### src/rtl/pipelined_ctrl_unit.sv
// ID-stage control decode with an ID/EX control register, load-use stall,
// bubble insertion on flush/illegal/halt, and a sticky ECALL/EBREAK halt.
module pipelined_ctrl_unit #(
  parameter int unsigned NB_INSTR    = 32,
  parameter int unsigned NB_REG_ADDR = 5,
  parameter bit          SYSTEM_HALT = 1'b1
) (
  input  logic                   i_clk,
  input  logic                   i_rst,
  input  logic [NB_INSTR-1:0]    i_instr,
  input  logic                   i_instr_valid,
  input  logic                   i_flush,
  input  logic                   i_hold,
  output logic                   o_stall,
  output logic                   o_valid,
  output logic                   o_RegWrite,
  output logic                   o_MemRead,
  output logic                   o_MemWrite,
  output logic                   o_ALUSrc,
  output logic                   o_MemToReg,
  output logic                   o_Branch,
  output logic                   o_Jump,
  output logic [1:0]             o_ALUOp,
  output logic [NB_REG_ADDR-1:0] o_rd,
  output logic [NB_REG_ADDR-1:0] o_rs1,
  output logic [NB_REG_ADDR-1:0] o_rs2,
  output logic [2:0]             o_funct3,
  output logic                   o_illegal,
  output logic                   o_halted
);

  typedef enum logic {
    ST_RUN    = 1'b0,
    ST_HALTED = 1'b1
  } state_e;

  typedef struct packed {
    logic                   valid;
    logic                   reg_write;
    logic                   mem_read;
    logic                   mem_write;
    logic                   alu_src;
    logic                   mem_to_reg;
    logic                   branch;
    logic                   jump;
    logic [1:0]             alu_op;
    logic [NB_REG_ADDR-1:0] rd;
    logic [NB_REG_ADDR-1:0] rs1;
    logic [NB_REG_ADDR-1:0] rs2;
    logic [2:0]             funct3;
  } idex_t;

  localparam logic [6:0] OP_R      = 7'b0110011;
  localparam logic [6:0] OP_I_ALU  = 7'b0010011;
  localparam logic [6:0] OP_LOAD   = 7'b0000011;
  localparam logic [6:0] OP_JALR   = 7'b1100111;
  localparam logic [6:0] OP_SYSTEM = 7'b1110011;
  localparam logic [6:0] OP_STORE  = 7'b0100011;
  localparam logic [6:0] OP_BRANCH = 7'b1100011;
  localparam logic [6:0] OP_LUI    = 7'b0110111;
  localparam logic [6:0] OP_AUIPC  = 7'b0010111;
  localparam logic [6:0] OP_JAL    = 7'b1101111;

  logic [6:0] opcode;
  logic [2:0] funct3;
  logic [4:0] rd_f;
  logic [4:0] rs1_f;
  logic [4:0] rs2_f;
  logic       unused_instr_bits;

  assign opcode            = i_instr[6:0];
  assign rd_f              = i_instr[11:7];
  assign funct3            = i_instr[14:12];
  assign rs1_f             = i_instr[19:15];
  assign rs2_f             = i_instr[24:20];
  assign unused_instr_bits = ^i_instr[NB_INSTR-1:25];

  idex_t  dec;
  logic   legal;
  logic   halt_instr;
  logic   use_rs1;
  logic   use_rs2;

  always_comb begin
    dec            = '0;
    dec.valid      = 1'b1;
    dec.rd         = NB_REG_ADDR'(rd_f);
    dec.rs1        = NB_REG_ADDR'(rs1_f);
    dec.rs2        = NB_REG_ADDR'(rs2_f);
    dec.funct3     = funct3;
    legal          = 1'b1;
    halt_instr     = 1'b0;
    use_rs1        = 1'b0;
    use_rs2        = 1'b0;
    unique case (opcode)
      OP_R: begin
        dec.reg_write = 1'b1;
        dec.alu_op    = 2'b10;
        use_rs1       = 1'b1;
        use_rs2       = 1'b1;
      end
      OP_I_ALU: begin
        dec.reg_write = 1'b1;
        dec.alu_src   = 1'b1;
        dec.alu_op    = 2'b10;
        use_rs1       = 1'b1;
      end
      OP_LOAD: begin
        dec.reg_write  = 1'b1;
        dec.mem_read   = 1'b1;
        dec.alu_src    = 1'b1;
        dec.mem_to_reg = 1'b1;
        use_rs1        = 1'b1;
      end
      OP_JALR: begin
        dec.reg_write = 1'b1;
        dec.alu_src   = 1'b1;
        dec.jump      = 1'b1;
        use_rs1       = 1'b1;
      end
      OP_SYSTEM: begin
        if (funct3 != 3'b000) begin
          dec.reg_write = 1'b1;
          dec.alu_src   = 1'b1;
          use_rs1       = 1'b1;
        end else if (SYSTEM_HALT) begin
          halt_instr = 1'b1;
        end
      end
      OP_STORE: begin
        dec.mem_write = 1'b1;
        dec.alu_src   = 1'b1;
        use_rs1       = 1'b1;
        use_rs2       = 1'b1;
      end
      OP_BRANCH: begin
        dec.branch = 1'b1;
        dec.alu_op = 2'b01;
        use_rs1    = 1'b1;
        use_rs2    = 1'b1;
      end
      OP_LUI, OP_AUIPC: begin
        dec.reg_write = 1'b1;
        dec.alu_src   = 1'b1;
      end
      OP_JAL: begin
        dec.reg_write = 1'b1;
        dec.jump      = 1'b1;
      end
      default: legal = 1'b0;
    endcase
    // Writes to x0 are architecturally discarded; suppress them here.
    if (rd_f == 5'd0) dec.reg_write = 1'b0;
  end

  idex_t  idex_q, idex_d;
  state_e state_q, state_d;
  logic   illegal_q, illegal_d;
  logic   haz;

  always_comb begin
    haz = idex_q.valid && idex_q.mem_read && (idex_q.rd != '0) && i_instr_valid &&
          ((use_rs1 && (idex_q.rd == dec.rs1)) || (use_rs2 && (idex_q.rd == dec.rs2)));
  end

  always_comb begin
    o_stall = 1'b0;
    if (i_hold)                      o_stall = 1'b1;
    else if (state_q == ST_HALTED)   o_stall = 1'b1;
    else if (i_flush)                o_stall = 1'b0;
    else if (haz)                    o_stall = 1'b1;
  end

  always_comb begin
    idex_d    = idex_q;
    state_d   = state_q;
    illegal_d = illegal_q;
    if (i_hold) begin
      idex_d = idex_q;
    end else if (state_q == ST_HALTED) begin
      idex_d = '0;
    end else if (i_flush || haz) begin
      idex_d = '0;
    end else if (!i_instr_valid || !legal) begin
      idex_d = '0;
      if (i_instr_valid) illegal_d = 1'b1;
    end else if (halt_instr) begin
      idex_d  = '0;
      state_d = ST_HALTED;
    end else begin
      idex_d = dec;
    end
  end

  always_ff @(posedge i_clk or posedge i_rst) begin
    if (i_rst) begin
      idex_q    <= '0;
      state_q   <= ST_RUN;
      illegal_q <= 1'b0;
    end else begin
      idex_q    <= idex_d;
      state_q   <= state_d;
      illegal_q <= illegal_d;
    end
  end

  assign o_valid    = idex_q.valid;
  assign o_RegWrite = idex_q.reg_write;
  assign o_MemRead  = idex_q.mem_read;
  assign o_MemWrite = idex_q.mem_write;
  assign o_ALUSrc   = idex_q.alu_src;
  assign o_MemToReg = idex_q.mem_to_reg;
  assign o_Branch   = idex_q.branch;
  assign o_Jump     = idex_q.jump;
  assign o_ALUOp    = idex_q.alu_op;
  assign o_rd       = idex_q.rd;
  assign o_rs1      = idex_q.rs1;
  assign o_rs2      = idex_q.rs2;
  assign o_funct3   = idex_q.funct3;
  assign o_illegal  = illegal_q;
  assign o_halted   = (state_q == ST_HALTED);

endmodule
### config.mk
export PLATFORM = sky130hd
export DESIGN_NAME = pipelined_ctrl_unit
export DESIGN_NICKNAME = d
export VERILOG_FILES = /design/src/rtl/pipelined_ctrl_unit.sv
export SDC_FILE = /design/constraint.sdc
export NUM_CORES = 1
export LEC_CHECK = 0
export BUFFER_PORTS_ARGS = -buffer_cell sky130_fd_sc_hd__buf_2
export CAP_MARGIN = 20
export CORE_ASPECT_RATIO = 0.7
export CORE_UTILIZATION = 42
export CTS_CLUSTER_DIAMETER = 30
export DETAILED_ROUTE_END_ITERATION = 6
export GPL_ROUTABILITY_DRIVEN = 0
export PLACE_DENSITY = 0.87
export SYNTH_ARGS = -nofsm -noshare
export SYNTH_HDL_FRONTEND = slang
export SYNTH_SLANG_ARGS = --single-unit
### constraint.sdc
create_clock -name i_clk -period 1.8 [get_ports i_clk]
set_input_delay 0.09 -clock i_clk [delete_from_list [all_inputs] [get_ports i_clk]]
set_output_delay 0.09 -clock i_clk [all_outputs]
set_load 0.02 [all_outputs]
==> qor.txt, run 1 <==
==========================================================================
Htree depth .................................................            1
Final Instance Count excl. Fillers ..........................          247
Global-route congestion overflow total ......................            0
Unique masters post-synth ...................................           41
Violated checks ............................................. setup timing
Number of nets in the synthesized netlist ...................          167
Commonest cells in the netlist .............................. 28 x dfrtp_1, 16 x a32o_2, 7 x a22o_1
Ratio of cells with drive above 1 in the final layout .......       0.5200
PwrDens ..................................................... 645.7 nW/um2
Destination of the worst hold path ..........................  o_funct3[2]
Maximum operating frequency .................................    498.1 MHz
Period Utilization, post-route ..............................        1.115
First-pass GRT wire length ..................................     6.203 mm
Minimum setup slack among reg-to-reg paths ..................     -0.08 ns
Worst-Margin Slew ...........................................    0.4119 ns
Maximum fanout encountered on the critical timing path ......            3
Antenna violations before repair ............................            0
Area post-placement .........................................     1878 um2
Async set or reset register ratio after synthesis ...........        1.000
Final Setup Violations ......................................           27
Dominant cell type by area after synthesis ..................      dfrtp_1
Detailed-route wire length ..................................     3.698 mm
Initial Utilization .........................................       0.4576
Average instance area after synthesis .......................    11.53 um2
Critical Path RT ............................................      1.71 ns
Number of cells traversed by the worst hold path ............            2
Number of top-level design ports ............................           68
Number of flip-flops and latches in the synthesized netlist .           28
TritonCTS clock tree ........................................        built
Die width ...................................................     73.41 um
Antenna diode instance count ................................            0
Run status .................................................. complete, but fails checks
Pin count of the biggest net entering global routing ........           29
EDFF count, synth ...........................................            0
Final setup margin ..........................................   -0.2078 ns
Number of buffers on the longest clock path .................            2
Number of cells produced by synthesis .......................          130
Post-detail-place hpwl ......................................     2.786 mm
Port-buffer cells ...........................................           60
Critical Path AT ............................................      1.92 ns
Leakage power ...............................................     1.123 nW
Residual DRC count ..........................................            0
Clock slew at reported path FFs .............................      0.10 ns
Unrepaired setup endpoints after global routing .............         true
Die span in y ...............................................     51.98 um
Cell row count ..............................................           17
Final-report max-slew violation count .......................            0
Via count of the first global-routing pass ..................        1,370
Dominant synthesized flop cell ..............................      dfrtp_1
Mapped cell area ............................................     1499 um2
Number of cells after detailed placement ....................          240
Crit path kind ..............................................   reg -> out
Wirelength per Cell .........................................     14.97 um
DRT iter0 DRCs ..............................................           71
Post-DRT Antenna Nets .......................................            0
CORE AREA ...................................................     3276 um2
Iteration count of the initial detailed-routing pass ........            4
Hold violation count in the final report ....................            0
Type of element capturing the critical path .................  output port
GRT Overall Usage ...........................................       0.2145
Worst clock skew ............................................  0.007129 ns
DIE AREA ....................................................     3816 um2
Total design power ..........................................     1.281 mW
Count of warnings emitted by yosys ..........................            0
Max-cap violations ..........................................            0
NumNets Final ...............................................          238
Worst setup slack before clock tree synthesis ...............  -0.06372 ns
Logic depth of the worst register-to-register path ..........            6
Root buffer cell ............................................     clkbuf_8
RR Endpoint .................................................     o_ALUSrc
Area of all placed cells without fillers ....................     1984 um2
Clock Latency Late Sink .....................................      0.28 ns
Cell with the most instances after synthesis ................      dfrtp_1
Finished Core Util ..........................................       0.6058
Post-route minimum period ...................................     2.008 ns
DR vias .....................................................        1,341
Sequential element share of the synthesized area ............       0.4674
Total CTS buffers ...........................................            3
Startpoint type of the worst setup path .....................     register
Area fraction of the dominant cell type after synthesis .....       0.4674
Startpoint of the most critical register-to-register path ...      o_rd[1]
Area contributors post-synth ................................ dfrtp_1 47%, a32o_2 12%, a22o_1 4.1%, xor2_1 3.5%, xnor2_1 2.9%
Slew margin rel. ............................................       0.7233
Vias per cell ...............................................        5.429
Number of sinks handled by clock tree synthesis .............           28
Layout area overhead ........................................       32.39%
Worst IR Drop VDD ...........................................    0.3781 mV
Hold crit path type .........................................    in -> reg
Worst hold path startpoint ..................................  i_instr[14]
==========================================================================
==> worst max-delay path: stages, from the launching register on <==
cell and delay, ns:
dfrtp_2 0.44, or4_4 0.51, o21bai_1 0.13, nand4bb_2 0.15, buf_4 0.12, a21o_1 0.09
nand2_1 0.04, buf_2 0.16
==> logic make-up after synthesis <==
family | Yosys count | share of synthesized area
buf+inv | 13 | 0.07262
flops | 28 | 0.4674
xor+xnor | 11 | 0.06427
simple gates | 42 | 0.1720
compound gates | 36 | 0.2237
==> registers in the layout, summed over array words and instances, names as in the netlist <==
| register | flops |
|---|---|
| o_ALUOp | 1 |
| o_ALUSrc | 1 |
| o_Branch | 1 |
| o_Jump | 1 |
| o_MemRead | 1 |
| o_MemWrite | 1 |
| o_RegWrite | 1 |
| o_funct3 | 3 |
| o_halted | 1 |
| o_illegal | 1 |
| o_rd | 5 |
| o_rs1 | 5 |
| o_rs2 | 5 |
| o_valid | 1 |
==> timing repair <==
| action | CTS | global route |
|---|---|---|
| endpoints found under the setup margin | 26 | 26 |
| setup buffers | 1 | 1 |
| hold endpoints to repair | 28 | 0 |
| pin swaps | 1 | 2 |
| hold buffers | 1 | 0 |
| gates resized for setup | 1 | 1 |
==> per-layer routing <==
metal	up-vias	global-route usage	share of wire
met5	-	0	0
li1	641	-	-
met4	0	0.02885	0
met2	58	0.3688	0.45
met1	642	0.2744	0.47
met3	0	0.06395	0.078
==> layout make-up <==
cell class | count | area (um2)
multi-input combinational | 89 | 699.4
fill | 299 | 1291
tap | 47 | 58.81
clock inverter | 1 | 30.03
inverter | 2 | 7.507
clock buffer | 3 | 41.29
sequential | 28 | 704.4
timing repair buffer | 77 | 442.9
==> per-stage QoR <==
step                      hold WS, ns  setup TNS [ns]
after floorplan                0.1552         -0.9579
after global placement         0.1665         -0.9352
after detailed placement       0.1730          -1.059
after CTS                     0.05107          -1.460
after global routing          0.06085          -3.910
final                         0.05957          -1.621
==> worst max path at each step <==
| stage | startpoint | to | slack (ns) | cells past startpoint |
|---|---|---|---|---|
| after CTS | o_rd[1] | o_stall | -0.22 | 7 |
| after floorplan | o_rd[0] | o_rd[4] | -0.07 | 7 |
| after detailed placement | o_rd[4] | o_rd[0] | -0.06 | 6 |
| after global placement | o_rd[4] | o_rs1[0] | -0.06 | 6 |
| after global routing | o_rd[0] | o_stall | -0.32 | 7 |
| final | o_rd[1] | o_stall | -0.21 | 7 |
==> cells in the final DEF (no fill, tap or decap), types with 4 or more instances in the layout <==
| master | instances |
|---|---|
| buf_2 | 60 |
| dfrtp_1 | 25 |
| a32o_2 | 16 |
| buf_4 | 15 |
| a22o_1 | 7 |
| xor2_1 | 6 |
| nor2_1 | 6 |
| nand2_1 | 5 |
| xnor2_1 | 5 |
| nor3_1 | 4 |
| and3_1 | 4 |
==> power by group <==
| part | switching (mW) | internal [mW] |
|---|---|---|
| Combinational | 0.0909 | 0.0651 |
| Sequential | 0.00343 | 0.633 |
| Clock | 0.191 | 0.298 |
Note: power is estimated with default switching activity, not from simulation.
==> run 2: changes to the inputs <==
==> constraint.sdc (replaced) <==
create_clock -name i_clk -period 1.74 [get_ports i_clk]
set_input_delay 0.087 -clock i_clk [delete_from_list [all_inputs] [get_ports i_clk]]
set_output_delay 0.087 -clock i_clk [all_outputs]
set_load 0.02 [all_outputs]
==> run 2 against run 1 <==
  * The flow still finishes with violations (setup timing)
  * Design area shrank 0.57%
  * Via count grew 4.9%
  * Flip-flop and latch count is the same
  * Register-to-register slack lost 0.09 ns
  * Utilization shrank 0.34 points
  * Sequential share of layout area grew 0.20 points
  * Critical path type unchanged
  * Highest routed layer is now met4
==> qor.txt, run 2 (same netlist as run 1, synthesis figures left out) <==
==========================================================================
Maximum fanout encountered on the critical timing path ......            4   +1
DIE AREA ....................................................     3816 um2   unchanged
Finished Core Util ..........................................       0.6024   -0.003438
Via count of the first global-routing pass ..................        1,330   -2.9%
Destination of the worst hold path ..........................  o_funct3[0]
Htree depth .................................................            1   unchanged
Detailed-route wire length ..................................     3.915 mm   +5.9%
Combinational cell fraction of total power ..................        0.135   +0.013
Type of element capturing the critical path .................  output port
Maximum operating frequency .................................    487.5 MHz
Logic depth of the worst register-to-register path ..........            6   unchanged
Slew margin rel. ............................................       0.6773   -0.04598
Antenna diode instance count ................................            0   unchanged
Pint ........................................................     926.8 uW   -7.0%
Switch Pwr ..................................................     305.3 uW   +7.1%
DRT iter0 DRCs ..............................................          149   +110%
Crit path kind ..............................................   reg -> out
Critical Path RT ............................................      1.65 ns   -0.06 ns
Period Utilization, post-route ..............................        1.179
Worst hold path startpoint ..................................  i_instr[12]
Max-cap violations ..........................................            0   unchanged
Clock Latency Late Sink .....................................      0.27 ns   about the same
Run status .................................................. complete, but fails checks
Unrepaired setup endpoints after global routing .............         true
Worst IR Drop VDD ...........................................    0.4619 mV   +22%
Post-route minimum period ...................................     2.051 ns
Net Sw Frac .................................................       0.2478   +0.02531
Number of buffers on the longest clock path .................            2   unchanged
Leakage power ...............................................     1.119 nW   -0.38%
TritonCTS clock tree ........................................        built
Cell with the biggest individual delay on the critical path .        or4_4
Hold crit path type .........................................    in -> reg
Global-route congestion overflow total ......................            0   unchanged
Post-CTS setup buffer count .................................            0   -1
Die span in y ...............................................     51.98 um   unchanged
Most common cell after layout, fill and taps aside ..........        buf_2
Number of top-level design ports ............................           68   unchanged
Root buffer cell ............................................     clkbuf_8
Number of sinks handled by clock tree synthesis .............           28   unchanged
Final-report max-slew violation count .......................            0   unchanged
DR vias .....................................................        1,407   +4.9%
Die width ...................................................     73.41 um   unchanged
Violated checks ............................................. setup timing
Layout area overhead ........................................       31.64%
Pin count of the biggest net entering global routing ........           29   unchanged
Iteration count of the initial detailed-routing pass ........            4   unchanged
Clock share of power ........................................        0.330   -0.051
Post-detail-place hpwl ......................................     2.900 mm   +4.1%
Hold violation count in the final report ....................            0   unchanged
Sequential power share ......................................        0.535   +0.038
Wirelength per Cell .........................................     15.85 um   +5.9%
Final Setup Violations ......................................           26   -3.7%
CORE AREA ...................................................     3276 um2   unchanged
Ratio of cells with drive above 1 in the final layout .......       0.5250   +0.005000
Startpoint type of the worst setup path .....................     register
Critical Path AT ............................................      1.96 ns   +0.04 ns
Startpoint of the most critical register-to-register path ...      o_rd[1]
Total design power ..........................................     1.232 mW   -3.8%
RR Endpoint .................................................      o_rd[0]
Residual DRC count ..........................................            0   unchanged
NumNets Final ...............................................          238   unchanged
GRT Overall Usage ...........................................       0.2213   +0.006783
Number of cells traversed by the worst hold path ............            2   unchanged
Most used cells in the layout excluding fill and tap cells .. 60 x buf_2, 25 x dfrtp_1, 16 x a32o_2
Layout fillers ..............................................          295   -1.3%
Cell row count ..............................................           17   unchanged
Total CTS buffers ...........................................            3   unchanged
Clock slew at reported path FFs .............................      0.10 ns   about the same
Minimum setup slack among reg-to-reg paths ..................     -0.17 ns   -0.09 ns
Initial Utilization .........................................       0.4576   unchanged
Vias per cell ...............................................        5.696   +4.9%
PwrDens ..................................................... 624.5 nW/um2   -3.3%
Antenna violations before repair ............................            0   unchanged
Critical Path Max Stage Delay ...............................      0.52 ns   about the same
Post-DRT Antenna Nets .......................................            0   unchanged
Worst clock skew ............................................  0.002589 ns   -0.004540 ns
Final setup margin ..........................................   -0.3111 ns   -0.1034 ns
Worst-Margin Slew ...........................................    0.4803 ns   +0.06844 ns
Aggregate negative setup slack ..............................    -3.600 ns   -1.979 ns
Cells along the critical path ............................... or4_4, o21bai_1, nand4bb_2, buf_4, a21o_1, nand2_1, buf_2
Port-buffer cells ...........................................           60   unchanged
First-pass GRT wire length ..................................     6.348 mm   +2.3%
==========================================================================
## run 2: cell count changes in the layout (fill, tap and decap cells not counted)
cell / delta
o31ai_1: -1
o31ai_2: +1
clkbuf_8: +1
bufinv_16: -1
## run 2: repair_timing
| item | in CTS | in global routing |
|---|---|---|
| hold buffers | 1 | 0 |
| endpoints found under the setup margin | 26 | 27 |
| pin swaps | 1 | 3 |
| gates resized for setup | 1 | 2 |
| endpoints found under the hold margin | 28 | 0 |
## run 2: per-layer routing
metal  wire, um  vias to the layer above  part of all wire  track usage
li1           -                      645                 -            -
met1       1834                      692              0.47       0.2976
met2       1762                       66              0.45       0.3642
met3        299                        4             0.076      0.06008
met4         19                        0            0.0049      0.03526
met5          0                        -                 0            0
## run 2: layout make-up
class	instances	area [um2]	area share
multi-input cells	89	704.4	0.3570
repair buffers	77	442.9	0.2245
flip-flops and latches	28	704.4	0.3570
inverters	2	7.507	0.003805
clock buffers	4	55.05	0.02790
well taps	47	58.81	0.02980
## run 2: how the worst max path moves through the flow
stage / startpoint / end / slack (ns) / cells after the start
2_1_floorplan: o_rd[0] / o_rd[4] / -0.13 / 7
3_3_place_gp: o_rd[4] / o_rd[1] / -0.11 / 6
3_5_place_dp: o_rd[1] / o_rd[0] / -0.16 / 6
4_1_cts: o_rd[1] / o_stall / -0.33 / 7
5_1_grt: o_rd[1] / o_stall / -0.39 / 7
6_report: o_rd[1] / o_stall / -0.31 / 7
## run 2: critical path, delay by kind of cell, from the launching register on
| family | cells | cell delay, ns |
|---|---|---|
| and+or+nand+nor | 3 | 0.72 |
| AOI/OAI and AO/OA | 2 | 0.25 |
| buffers and inverters | 2 | 0.28 |
| DFF | 1 | 0.44 |
## run 2: metrics by stage
stage                     setup slack (ns)  std cells  hold WS (ns)  instance area, um2
after floorplan                    -0.1270        130        0.1522                1503
after global placement             -0.1099        242        0.1682                1893
after detailed placement           -0.1579        242        0.1705                1893
after CTS                          -0.3343        247       0.03404                1962
after global routing               -0.3858        247       0.04403                1973
final                              -0.3111        247       0.04497                1973
## run 2: power by group through the flow
stage | clock network [mW] | logic, mW | registers (mW)
5_1_grt | 0.450 | 0.183 | 0.660
3_5_place_dp | 0 | 0.162 | 0.672
4_1_cts | 0.429 | 0.165 | 0.659
2_1_floorplan | 0 | 0.0817 | 0.678
6_report | 0.407 | 0.166 | 0.659
3_3_place_gp | 0 | 0.158 | 0.672
==> run 3: changes to the inputs <==
--- a/config.mk
+++ b/config.mk
@@ -9,6 +9,7 @@
 export CAP_MARGIN = 20
 export CORE_ASPECT_RATIO = 0.7
 export CORE_UTILIZATION = 42
+export CTS_BUF_LIST = sky130_fd_sc_hd__clkbuf_16
 export CTS_CLUSTER_DIAMETER = 30
 export DETAILED_ROUTE_END_ITERATION = 6
 export GPL_ROUTABILITY_DRIVEN = 0
==> run 3 against run 2 <==
  * The flow still finishes with violations (setup timing)
  * Via count shrank 0.36%
  * Largest cell class unchanged
  * Register-to-register slack is essentially flat
  * Clock skew is essentially flat
  * Routed wire length grew 0.13%
  * Maximum frequency grew 1.4%
  * Die area is the same
  * Power grew 9.8%
  * Critical endpoint unchanged
  * Non-clock buffer count is the same
  * Clock power grew 30%
  * Clock-buffer cell count shrank 1
  * Final cell count is the same
==> qor.txt, run 3 (same netlist as run 1, synthesis figures left out) <==
==========================================================================
Detailed-route wire length ..................................     3.920 mm   +0.13%
Post-CTS setup buffer count .................................            0   unchanged
Initial Utilization .........................................       0.4576   unchanged
Critical Path Max Stage Delay ...............................      0.52 ns   about the same
Vias per cell ...............................................        5.676   -0.36%
Worst IR Drop VDD ...........................................    0.5109 mV   +11%
Number of buffers on the longest clock path .................            2   unchanged
Critical Path AT ............................................      1.94 ns   -0.02 ns
Die span in y ...............................................     51.98 um   unchanged
Max-cap violations ..........................................            0   unchanged
Pin count of the biggest net entering global routing ........           29   unchanged
Worst clock skew ............................................  0.002228 ns   -0.0003610 ns
NumNets Final ...............................................          238   unchanged
Type of element capturing the critical path .................  output port
Clock share of power ........................................        0.390   +0.060
Antenna diode instance count ................................            0   unchanged
Unrepaired setup endpoints after global routing .............         true
Combinational cell fraction of total power ..................        0.123   -0.012
Post-detail-place hpwl ......................................     2.900 mm   unchanged
Hold violation count in the final report ....................            0   unchanged
Sequential power share ......................................        0.487   -0.048
Buf+Inv Stages, Crit Path ...................................            2   unchanged
Residual DRC count ..........................................            0   unchanged
DR vias .....................................................        1,402   -0.36%
Cell row count ..............................................           17   unchanged
Period Utilization, post-route ..............................        1.162   -0.01637
Final-report max-slew violation count .......................            0   unchanged
Crit path kind ..............................................   reg -> out
Final setup margin ..........................................   -0.2826 ns   +0.02849 ns
Post-route minimum period ...................................     2.023 ns   -0.02849 ns
Total design power ..........................................     1.353 mW   +9.8%
Final Instance Count excl. Fillers ..........................          247   unchanged
TritonCTS clock tree ........................................        built
Die width ...................................................     73.41 um   unchanged
Total CTS buffers ...........................................            3   unchanged
Switch Pwr ..................................................     320.6 uW   +5.0%
Number of top-level design ports ............................           68   unchanged
Final Setup Violations ......................................           26   unchanged
Pint ........................................................     1.033 mW   +11%
Global-route congestion overflow total ......................            0   unchanged
Layout fillers ..............................................          288   -2.4%
DRT iter0 DRCs ..............................................          128   -14%
Crit path max-delay family .................................. simple AND/OR/NAND/NOR gates
Worst-Margin Slew ...........................................    0.4716 ns   -0.008753 ns
Slew margin rel. ............................................       0.6832   +0.005880
Clock Latency Late Sink .....................................      0.26 ns   about the same
Run status .................................................. complete, but fails checks
Antenna violations before repair ............................            0   unchanged
Maximum operating frequency .................................    494.4 MHz   +1.4%
Port-buffer cells ...........................................           60   unchanged
PwrDens ..................................................... 677.7 nW/um2   +8.5%
Wirelength per Cell .........................................     15.87 um   +0.13%
Layout area overhead ........................................       33.22%
Maximum fanout encountered on the critical timing path ......            4   unchanged
Critical Path RT ............................................      1.65 ns   about the same
Most used cells in the layout excluding fill and tap cells .. 60 x buf_2, 25 x dfrtp_1, 16 x a32o_2
Iteration count of the initial detailed-routing pass ........            4   unchanged
First-pass GRT wire length ..................................     6.348 mm   unchanged
Number of sinks handled by clock tree synthesis .............           28   unchanged
Number of cells after detailed placement ....................          242   unchanged
Htree depth .................................................            1   unchanged
DIE AREA ....................................................     3816 um2   unchanged
Ratio of cells with drive above 1 in the final layout .......       0.5200   -0.005000
Cells along the critical path ............................... or4_4, o21bai_1, nand4bb_2, buf_4, a21o_1, nand2_1, buf_2
Startpoint type of the worst setup path .....................     register
GRT Overall Usage ...........................................       0.2226   +0.001272
Net Sw Frac .................................................       0.2369   -0.01089
Via count of the first global-routing pass ..................        1,334   +0.30%
Worst hold margin ...........................................   0.06115 ns   +0.01618 ns
Violated checks ............................................. setup timing
Root buffer cell ............................................    clkbuf_16
Hold crit path type .........................................    in -> reg
Cell with the biggest individual delay on the critical path .        or4_4
Leakage power ...............................................     1.129 nW   +0.90%
Post-DRT Antenna Nets .......................................            0   unchanged
Most common cell after layout, fill and taps aside ..........        buf_2
Clock slew at reported path FFs .............................      0.07 ns   -0.03 ns
CORE AREA ...................................................     3276 um2   unchanged
==========================================================================
run 3: cell types whose count changed in the layout (fill, tap and decap cells not counted), sizes merged:
cell	previous run	this run
clkinv	0	1
clkbuf	4	3
run 3: per-stage QoR:
step / setup WS, ns / TNS, ns / area (um2) / util
final: -0.2826 / -3.514 / 1997 / 0.6096
after global routing: -0.3430 / -4.901 / 1997 / 0.6096
after CTS: -0.3268 / -4.417 / 1986 / 0.6062
after detailed placement: -0.1579 / -2.960 / 1893 / 0.5779
after global placement: -0.1099 / -2.013 / 1893 / 0.5779
after floorplan: -0.1270 / -2.220 / 1503 / -
run 3: layout make-up:
cell class	instances	area [um2]	area share
multi-input cells	89	704.4	0.3528
clock inverters	1	3.754	0.001880
repair buffers	77	442.9	0.2218
well taps	47	58.81	0.02945
flip-flops and latches	28	704.4	0.3528
clock buffers	3	75.07	0.03759
inverters	2	7.507	0.003759
run 3: final timing paths:
check,from,end,slack [ns],cells after the start
max,o_rd[1],o_stall,-0.28,7
min,i_instr[12],o_funct3[0],0.06,2
max reg2reg,o_rd[1],o_rd[0],-0.17,6
min reg2reg,o_rs2[1],o_rs2[1],0.49,1
max in group asynchronous,i_rst,o_rd[1],1.01,4
min in group asynchronous,i_rst,o_funct3[2],0.45,4
run 3: what timing repair did:
item                                   CTS  global route
setup endpoints to repair               27            27
pin swaps                                1             2
gates resized for setup                  1             2
endpoints found under the hold margin   28             0
hold buffers                             1             0
run 3: power by group through the flow:
stage,Clock [mW],Combinational [mW],Sequential [mW]
2_1_floorplan,0,0.0817,0.678
3_3_place_gp,0,0.158,0.672
3_5_place_dp,0,0.162,0.672
4_1_cts,0.547,0.165,0.659
5_1_grt,0.577,0.183,0.660
6_report,0.528,0.166,0.659
run 3: metal layers:
metal / up-vias / share of wire / global-route usage
met4: 0 / 0.0038 / 0.05128
li1: 645 / - / -
met5: - / 0 / 0
met2: 69 / 0.45 / 0.3611
met1: 684 / 0.47 / 0.2939
met3: 4 / 0.077 / 0.06589
